<file path="config.mk">
export PLATFORM = sky130hd
export DESIGN_NAME = cache_request_arbiter
export DESIGN_NICKNAME = d
export VERILOG_FILES = /design/src/rtl/cache_request_arbiter_pkg.sv /design/src/rtl/cache_request_arbiter_priority_select.sv /design/src/rtl/cache_request_arbiter.sv
export SDC_FILE = /design/constraint.sdc
export NUM_CORES = 1
export LEC_CHECK = 0
export CAP_MARGIN = 20
export CORE_MARGIN = 2
export CORE_UTILIZATION = 43
export CTS_CLUSTER_DIAMETER = 60
export CTS_CLUSTER_SIZE = 25
export DETAILED_ROUTE_END_ITERATION = 7
export MAX_ROUTING_LAYER = met4
export PLACE_DENSITY_LB_ADDON = 0.05
export SYNTH_ARGS = -nofsm -noshare
export SYNTH_HDL_FRONTEND = slang
export SYNTH_SLANG_ARGS = --single-unit
</file>
<file path="constraint.sdc">
create_clock -name clock -period 2.95 [get_ports clock]
set_input_delay 0.295 -clock clock [delete_from_list [all_inputs] [get_ports clock]]
set_output_delay 0.295 -clock clock [all_outputs]
set_load 0.005 [all_outputs]
</file>
<file path="src/rtl/cache_request_arbiter_pkg.sv">
// Shared definitions for the cache request arbiter: FSM state encoding,
// client identifiers and the starvation counter width.
package cache_request_arbiter_pkg;

   typedef enum logic [1:0] {
      ARB_IDLE  = 2'd0,
      ARB_ISSUE = 2'd1,
      ARB_WAIT  = 2'd2,
      ARB_ACK   = 2'd3
   } arb_state_t;

   typedef enum logic {
      CLIENT_DISP = 1'b0,
      CLIENT_CPU  = 1'b1
   } client_t;

   localparam int STARVE_W = 4;

endpackage

</file>
<file path="src/rtl/cache_request_arbiter_priority_select.sv">
// Grant decision between display and CPU: display wins ties unless the CPU
// has been passed over STARVE_LIMIT times in a row.
module arb_priority_select
   import cache_request_arbiter_pkg::*;
#(
   parameter int STARVE_LIMIT = 4
) (
   input  logic    clock,
   input  logic    reset,
   input  logic    d_req,
   input  logic    c_req,
   input  logic    arb_en,
   output logic    grant_valid,
   output client_t grant
);

   logic [STARVE_W-1:0] starve_ctr;
   logic                starved;

   assign starved     = (starve_ctr == STARVE_W'(STARVE_LIMIT));
   assign grant_valid = d_req | c_req;

   always_comb begin
      grant = CLIENT_DISP;
      if (c_req && (!d_req || starved)) begin
         grant = CLIENT_CPU;
      end
   end

   // Counts display grants taken while the CPU waits; any CPU grant or an idle CPU clears it.
   always_ff @(posedge clock) begin
      if (reset) begin
         starve_ctr <= '0;
      end else if (!c_req) begin
         starve_ctr <= '0;
      end else if (arb_en && grant_valid) begin
         if (grant == CLIENT_CPU) begin
            starve_ctr <= '0;
         end else if (!starved) begin
            starve_ctr <= starve_ctr + 1'b1;
         end
      end
   end

endmodule

</file>
<file path="src/rtl/cache_request_arbiter.sv">
// Two-client arbiter in front of the byte cache: one transaction at a time on
// the enable/busy interface, with a one-cycle ack and read data per client.
module cache_request_arbiter
   import cache_request_arbiter_pkg::*;
#(
   parameter int STARVE_LIMIT = 4,
   parameter int ADDR_W       = 24
) (
   input  logic              clock,
   input  logic              reset,
   input  logic              d_req,
   input  logic [ADDR_W-1:0] d_addr,
   input  logic              d_bypass,
   output logic              d_ack,
   output logic [7:0]        d_rdata,
   input  logic              c_req,
   input  logic              c_write,
   input  logic [ADDR_W-1:0] c_addr,
   input  logic [7:0]        c_wdata,
   input  logic              c_bypass,
   input  logic              c_combine,
   output logic              c_ack,
   output logic [7:0]        c_rdata,
   output logic              cache_enable,
   output logic [ADDR_W-1:0] cache_address,
   output logic [7:0]        cache_data_in,
   output logic              cache_read,
   output logic              cache_read_en,
   output logic              cache_write_en,
   output logic              cache_bypass,
   output logic              cache_combine,
   input  logic              cache_busy,
   input  logic [7:0]        cache_data_out,
   output logic              owner
);

   arb_state_t        state, next_state;
   client_t           owner_q, grant;
   logic              grant_valid;
   logic              start, done;
   logic [ADDR_W-1:0] addr_q;
   logic [7:0]        wdata_q;
   logic [7:0]        d_rdata_q, c_rdata_q;
   logic              read_q, bypass_q, combine_q;

   arb_priority_select #(
      .STARVE_LIMIT (STARVE_LIMIT)
   ) u_select (
      .clock       (clock),
      .reset       (reset),
      .d_req       (d_req),
      .c_req       (c_req),
      .arb_en      (state == ARB_IDLE),
      .grant_valid (grant_valid),
      .grant       (grant)
   );

   assign start = (state == ARB_IDLE) && grant_valid;
   assign done  = (state == ARB_WAIT) && !cache_busy;

   always_ff @(posedge clock) begin
      if (reset) begin
         state <= ARB_IDLE;
      end else begin
         state <= next_state;
      end
   end

   always_comb begin
      next_state     = state;
      cache_enable   = 1'b0;
      cache_read_en  = 1'b0;
      cache_write_en = 1'b0;
      d_ack          = 1'b0;
      c_ack          = 1'b0;
      case (state)
         ARB_IDLE: begin
            if (grant_valid) begin
               next_state = ARB_ISSUE;
            end
         end
         ARB_ISSUE: begin
            cache_enable   = 1'b1;
            cache_read_en  = read_q;
            cache_write_en = !read_q;
            next_state     = ARB_WAIT;
         end
         ARB_WAIT: begin
            cache_read_en  = read_q;
            cache_write_en = !read_q;
            // The cache raises busy on the enable edge, so low here always means finished.
            if (!cache_busy) begin
               next_state = ARB_ACK;
            end
         end
         ARB_ACK: begin
            d_ack      = (owner_q == CLIENT_DISP);
            c_ack      = (owner_q == CLIENT_CPU);
            next_state = ARB_IDLE;
         end
         default: next_state = ARB_IDLE;
      endcase
   end

   always_ff @(posedge clock) begin
      if (reset) begin
         owner_q   <= CLIENT_DISP;
         addr_q    <= '0;
         wdata_q   <= '0;
         read_q    <= 1'b0;
         bypass_q  <= 1'b0;
         combine_q <= 1'b0;
         d_rdata_q <= '0;
         c_rdata_q <= '0;
      end else begin
         if (start) begin
            owner_q <= grant;
            if (grant == CLIENT_CPU) begin
               addr_q    <= c_addr;
               wdata_q   <= c_wdata;
               read_q    <= !c_write;
               bypass_q  <= c_bypass;
               combine_q <= c_combine;
            end else begin
               addr_q    <= d_addr;
               wdata_q   <= '0;
               read_q    <= 1'b1;
               bypass_q  <= d_bypass;
               combine_q <= 1'b0;
            end
         end
         // Only reads update the returned byte; a write ack leaves rdata as it was.
         if (done && read_q) begin
            if (owner_q == CLIENT_CPU) begin
               c_rdata_q <= cache_data_out;
            end else begin
               d_rdata_q <= cache_data_out;
            end
         end
      end
   end

   assign cache_address = addr_q;
   assign cache_data_in = wdata_q;
   assign cache_read    = read_q;
   assign cache_bypass  = bypass_q;
   assign cache_combine = combine_q;
   assign d_rdata       = d_rdata_q;
   assign c_rdata       = c_rdata_q;
   assign owner         = owner_q;

endmodule

</file>
# ---- After elaboration in Yosys (flattened, before gate mapping)
# Index checks and enable logic that the tools add are counted.
dict set report word_totals {
  input_bits 73
  elab_cells 53
  reg_bits 58
}
dict set report op_classes {
  n_bitwise 3
  n_reduce_logical 16
  n_eq_ne 7
  mux 16
  add_sub_neg 1
}
# op count
set op_table {}
lappend op_table {{two-way mux 24 bit} 1}
lappend op_table {{two-way mux 1 bit} 9}
lappend op_table {{two-way mux 4 bit} 2}
lappend op_table {{two-way mux 8 bit} 1}
lappend op_table {{case mux 2 bit (4 select lines)} 1}
lappend op_table {{AND reduction 2 bit} 4}
lappend op_table {{inequality test 2 bit, second input constant} 3}
lappend op_table {{adder 4 x 1 -> 4 bit, second input constant} 1}
lappend op_table {{== test 2 bit, second input constant} 2}
lappend op_table {{== test 4 x 3 -> 1 bit, second input constant} 1}
lappend op_table {{logical AND 1 bit} 4}
lappend op_table {{zero test 1 bit} 4}
lappend op_table {{two-way mux 2 bit} 2}
lappend op_table {{OR reduction 2 bit} 2}
lappend op_table {{== test 2 x 1 -> 1 bit, second input constant} 1}
lappend op_table {{zero test 2 bit} 1}
lappend op_table {{NOT 1 bit} 2}
lappend op_table {{logical OR 1 bit} 1}
lappend op_table {{bitwise OR 1 bit} 1}

# ---- Longest topological paths before layout
dict set report logic_depth {
  ltp_word 6
  depth_mapped 8
  ltp_nobuf 6
}

# ---- Modules after synthesis
# Synthesis repeated with hierarchy kept, for this count alone.
dict set report hier_totals {
  cells_unflattened 272
  hier_area_um2 2667.6
}
# module cells_per_inst seq_area_each_um2 n_inst area_per_inst_um2
set by_module_without_submodules {}
lappend by_module_without_submodules {cache_request_arbiter 243 1081.0 1 2414.8}
lappend by_module_without_submodules {arb_priority_select 29 80.1 1 252.7}

# ---- Worst setup path after synthesis
# OpenSTA, ideal clock, no wires.
dict set report synth_path {
  path_type {register to register}
  startpoint {register u_select.starve_ctr[0]}
  endpoint {register addr_q[15] (netlist: cache_address[15])}
  slack_ns 1.485
  arrival_ns 1.319
  path_buffers 2
  stages_incl_launch_ff 9
  cell_sequence {dfxtp_1 -> inv_1 -> ha_1 -> nand3b_4 -> a21bo_2 -> buf_4 -> buf_2 -> nand2_1 -> a211oi_2}
}
dict set report synth_between {
  elab_chain_len 5
}
# element line_no
set synth_rtl {}
lappend synth_rtl {{start, declared} cache_request_arbiter_priority_select.sv:17} ;# logic [STARVE_W-1:0] starve_ctr;
lappend synth_rtl {{start signal, assigned} cache_request_arbiter_priority_select.sv:40} ;# starve_ctr <= starve_ctr + 1'b1;
lappend synth_rtl {{== test 4 x 3 -> 1 bit} cache_request_arbiter_priority_select.sv:20} ;# assign starved = (starve_ctr == STARVE_W'(STARVE_LIMIT));
lappend synth_rtl {{logical OR 1 bit} cache_request_arbiter_priority_select.sv:25} ;# if (c_req && (!d_req || starved)) begin
lappend synth_rtl {{logical AND 1 bit} cache_request_arbiter_priority_select.sv:25}
lappend synth_rtl {{two-way mux 1 bit} cache_request_arbiter_priority_select.sv:25}
lappend synth_rtl {{two-way mux 24 bit} cache_request_arbiter.sv:118} ;# if (grant == CLIENT_CPU) begin
lappend synth_rtl {{end signal, assigned} cache_request_arbiter.sv:119} ;# addr_q <= c_addr;
lappend synth_rtl {{end signal, assigned} cache_request_arbiter.sv:125} ;# addr_q <= d_addr;
lappend synth_rtl {{end, declared} cache_request_arbiter.sv:41} ;# logic [ADDR_W-1:0] addr_q;
# Every way passes these cells.
# A chain may end at the register's enable or synchronous reset.

# ---- Worst setup path in the final report
dict set report layout_path {
  startpoint {register state[0]}
  endpoint {output cache_write_en}
}
dict set report layout_between {
  elab_chain_len 3
}
# element line_no
set layout_rtl {}
lappend layout_rtl {{start, declared} cache_request_arbiter.sv:37} ;# arb_state_t state, next_state;
lappend layout_rtl {{start signal, assigned} cache_request_arbiter.sv:65} ;# state <= next_state;
lappend layout_rtl {{== test 2 bit or == test 2 x 1 -> 1 bit (tied branches)} cache_request_arbiter.sv:76} ;# case (state)
lappend layout_rtl {{OR reduction 2 bit (no line) (*)} -}
lappend layout_rtl {{two-way mux 1 bit (*)} -}
lappend layout_rtl {{end, declared} cache_request_arbiter.sv:29} ;# output logic cache_write_en,
# Every way passes the cells marked *; elsewhere a longest branch is shown, timed or not.

==> impl_metrics.toml <==
[outcome]
outcome = "finished clean"

[job]
cap_violations = 0

[detailed_routing]
routedWlPerCell_um = 14.7
vias_per_cell = 5.00
vias = 2481
drtPass1Iterations = 4
drtIter0Drc = 55
final_antenna_net_count = 0
drc = 0
totalWireLength_mm = 7.30

[global_routing]
grt_max_degree = 27
antenna_found_initial = 0
grt_pass1_wl_mm = 11.3
grt_pass1_vias = 2356
grt-ovfl-total = 0
grt_usage_pct = 22.9

[die]
rows = 28
dieArea_um2 = 6710
fp.coreArea_um2 = 5890
dieWidth_um = 81.9
die_h_um = 81.9
pin_count = 130
initial_utilization_pct = 44.3

[sta]
fmax_mhz = 480
relSlewSlack_pct = 50.4
worst_pin_slew_ns = 0.744
finalSetupTns_ns = 0
post-route-period-util_pct = 70.6
hold_slack_ns = 0.422
fin_crit_ns = 2.08
fin_skew_ns = 0.00594
finalSetupViolCount = 0
rsz0062_at_grt = "no"
final-hold-violation-count = 0
maxSlewViolCount = 0

[cts]
cts_buffers = 9
ctsHoldBuffers = 0
clockRootBuffer = "clkbuf_8"
clockBufferDepth = 2
clk_latency_ns = 0.33
cts_tree = "done"
clkSlewWorstSetupHoldPaths_ns = 0.07
ctsHtreeMaxLevel = 3
cts_setup_buffers = 0
cts_resized = 0
cts.sinks = 58

[pwr]
ir_drop_v = 0.000352
power_frac_comb_pct = 40.6
pwr-share-clk_pct = 24.0
p_int_uw = 1940
p_seq_share_pct = 35.4
power.leakage_uw = 0.00152
switchingPower_uw = 968
switching_share_pct = 33.2
powerDensity_nw_per_um2 = 708

[yosys]
async_reset_ff_share_pct = 0
yosysSeqAreaShare_pct = 44.5
synthesis.nets = 371
synth-main-ff-cell = "dfxtp_1"
synth_area_per_cell_um2 = 8.97
synth_cells = 291
synth_seq_cells = 58
syn-cell-area_um2 = 2610
yosysWarnings = 0
synth_edf_count = 0
synth_cell_type_count = 34

[critical_path]
path_max_fanout = 4
endpoint_kind = "output port"
crit_arrival_ns = 1.79
crit_type = "flip-flop to output port"
startpoint_type = "flip-flop"
required_ns = 2.65

[finish]
finish.instance_area_um2 = 4110
syn2layout_area_growth_pct = 57.5
final_layout_size_suffix_gt1_share_pct = 11.6
diodes = 0
nets = 496
instances_no_fill = 496

[place]
dp_hpwl_mm = 5.23
io_buffers = 129
place_area_um2 = 3930
dp.cells = 480
routabilityCongestion = 0.749

[worst_hold_path]
hold_path_class = "primary input to flip-flop"
## stage by stage
step           setup slack (ns)  total power [uW]  utilization [%]
4_1_cts                   0.849              2940             69.8
3_3_place_gp              0.943              2210             66.7
6_report                  0.868              2910             69.8
5_1_grt                   0.703              3110             69.8
2_1_floorplan              1.49              1690                -
3_5_place_dp              0.900              2230             66.7
## area by class of cell
cell class                      instances  area [um^2]
Multi-Input combinational cell        208         1310
Fill cell                             483         1780
Tap cell                               75         93.8
Timing Repair Buffer                  135         1340
Clock buffer                           10          128
Inverter                                4         15.0
Clock inverter                          6         57.6
Sequential cell                        58         1160
## cells by family after synthesis
family          Yosys count  share of synthesized area, %
simple gates            112                          19.1
compound gates           79                          23.8
flops                    58                          44.5
buf+inv                  25                          5.37
mux                      10                          3.88
fa+ha+maj                 7                          3.36
## cells in the mapped netlist, types with 2 or more instances
library cell	n	area, um^2
nor2_1	50	188
nand2b_1	3	18.8
a32oi_1	9	78.8
a211oi_1	7	52.6
nor2b_1	5	31.3
buf_2	4	20.0
buf_1	2	7.51
and2_1	2	12.5
dfxtp_1	58	1160
nand2_1	42	158
clkbuf_1	6	22.5
mux2i_1	9	90.1
ha_1	7	87.6
a21oi_1	36	180
inv_1	4	15.0
buf_4	7	52.6
a211oi_2	19	238
buf_6	2	22.5
a22oi_1	2	15.0
nand3_1	3	15.0
## per-layer routing
metal / routed length, um / GRT usage, %
met5: 0 / -
met4: 143 / 11.2
met3: 539 / 4.84
met2: 3240 / 33.7
met1: 3380 / 29.7
## state kept, by name, summed over array words and instances (netlist names)
signal and flops:
owner 1, cache_read 1, cache_address 24, d_rdata 8, c_rdata 8, cache_combine 1
u_select.starve_ctr 4, cache_data_in 8, cache_bypass 1, state 2
## critical path, stage by stage, from the launching register on
cell,delay (ns)
dfxtp_1,0.38
inv_1,0.10
ha_1,0.33
nor2b_1,0.14
clkdlybuf4s50_1,0.51
## cell usage in the layout (no fill, tap or decap), types with 2 or more instances in the layout
master,n
mux2i_1,9
clkinv_2,4
a211oi_2,19
a32oi_1,9
nor2b_1,4
nand2_1,42
nand2b_1,3
and2_1,2
nor2_1,50
nand3_1,3
dfxtp_1,58
inv_1,4
a211oi_1,7
ha_1,7
a21oi_1,36
buf_4,5
clkbuf_8,9
clkdlybuf4s50_1,128
a22oi_1,2
## power groups by stage
| stage | Clock (uW) | Combinational [uW] | Sequential [uW] |
|---|---|---|---|
| 2_1_floorplan | 0 | 645 | 1050 |
| 3_3_place_gp | 0 | 1170 | 1040 |
| 3_5_place_dp | 0 | 1190 | 1050 |
| 4_1_cts | 715 | 1200 | 1030 |
| 5_1_grt | 754 | 1310 | 1050 |
| 6_report | 699 | 1180 | 1030 |
## worst paths after layout
check                   endpoint  startpoint  slack [ns]  cells after the start
setup reg to reg      cache_read    state[0]        0.90                      6
hold / removal        d_rdata[2]       reset        0.42                      2
setup / recovery  cache_write_en    state[0]        0.87                      4
hold reg to reg       c_rdata[3]  c_rdata[3]        0.46                      2
Power figures use the tool's default switching activity.
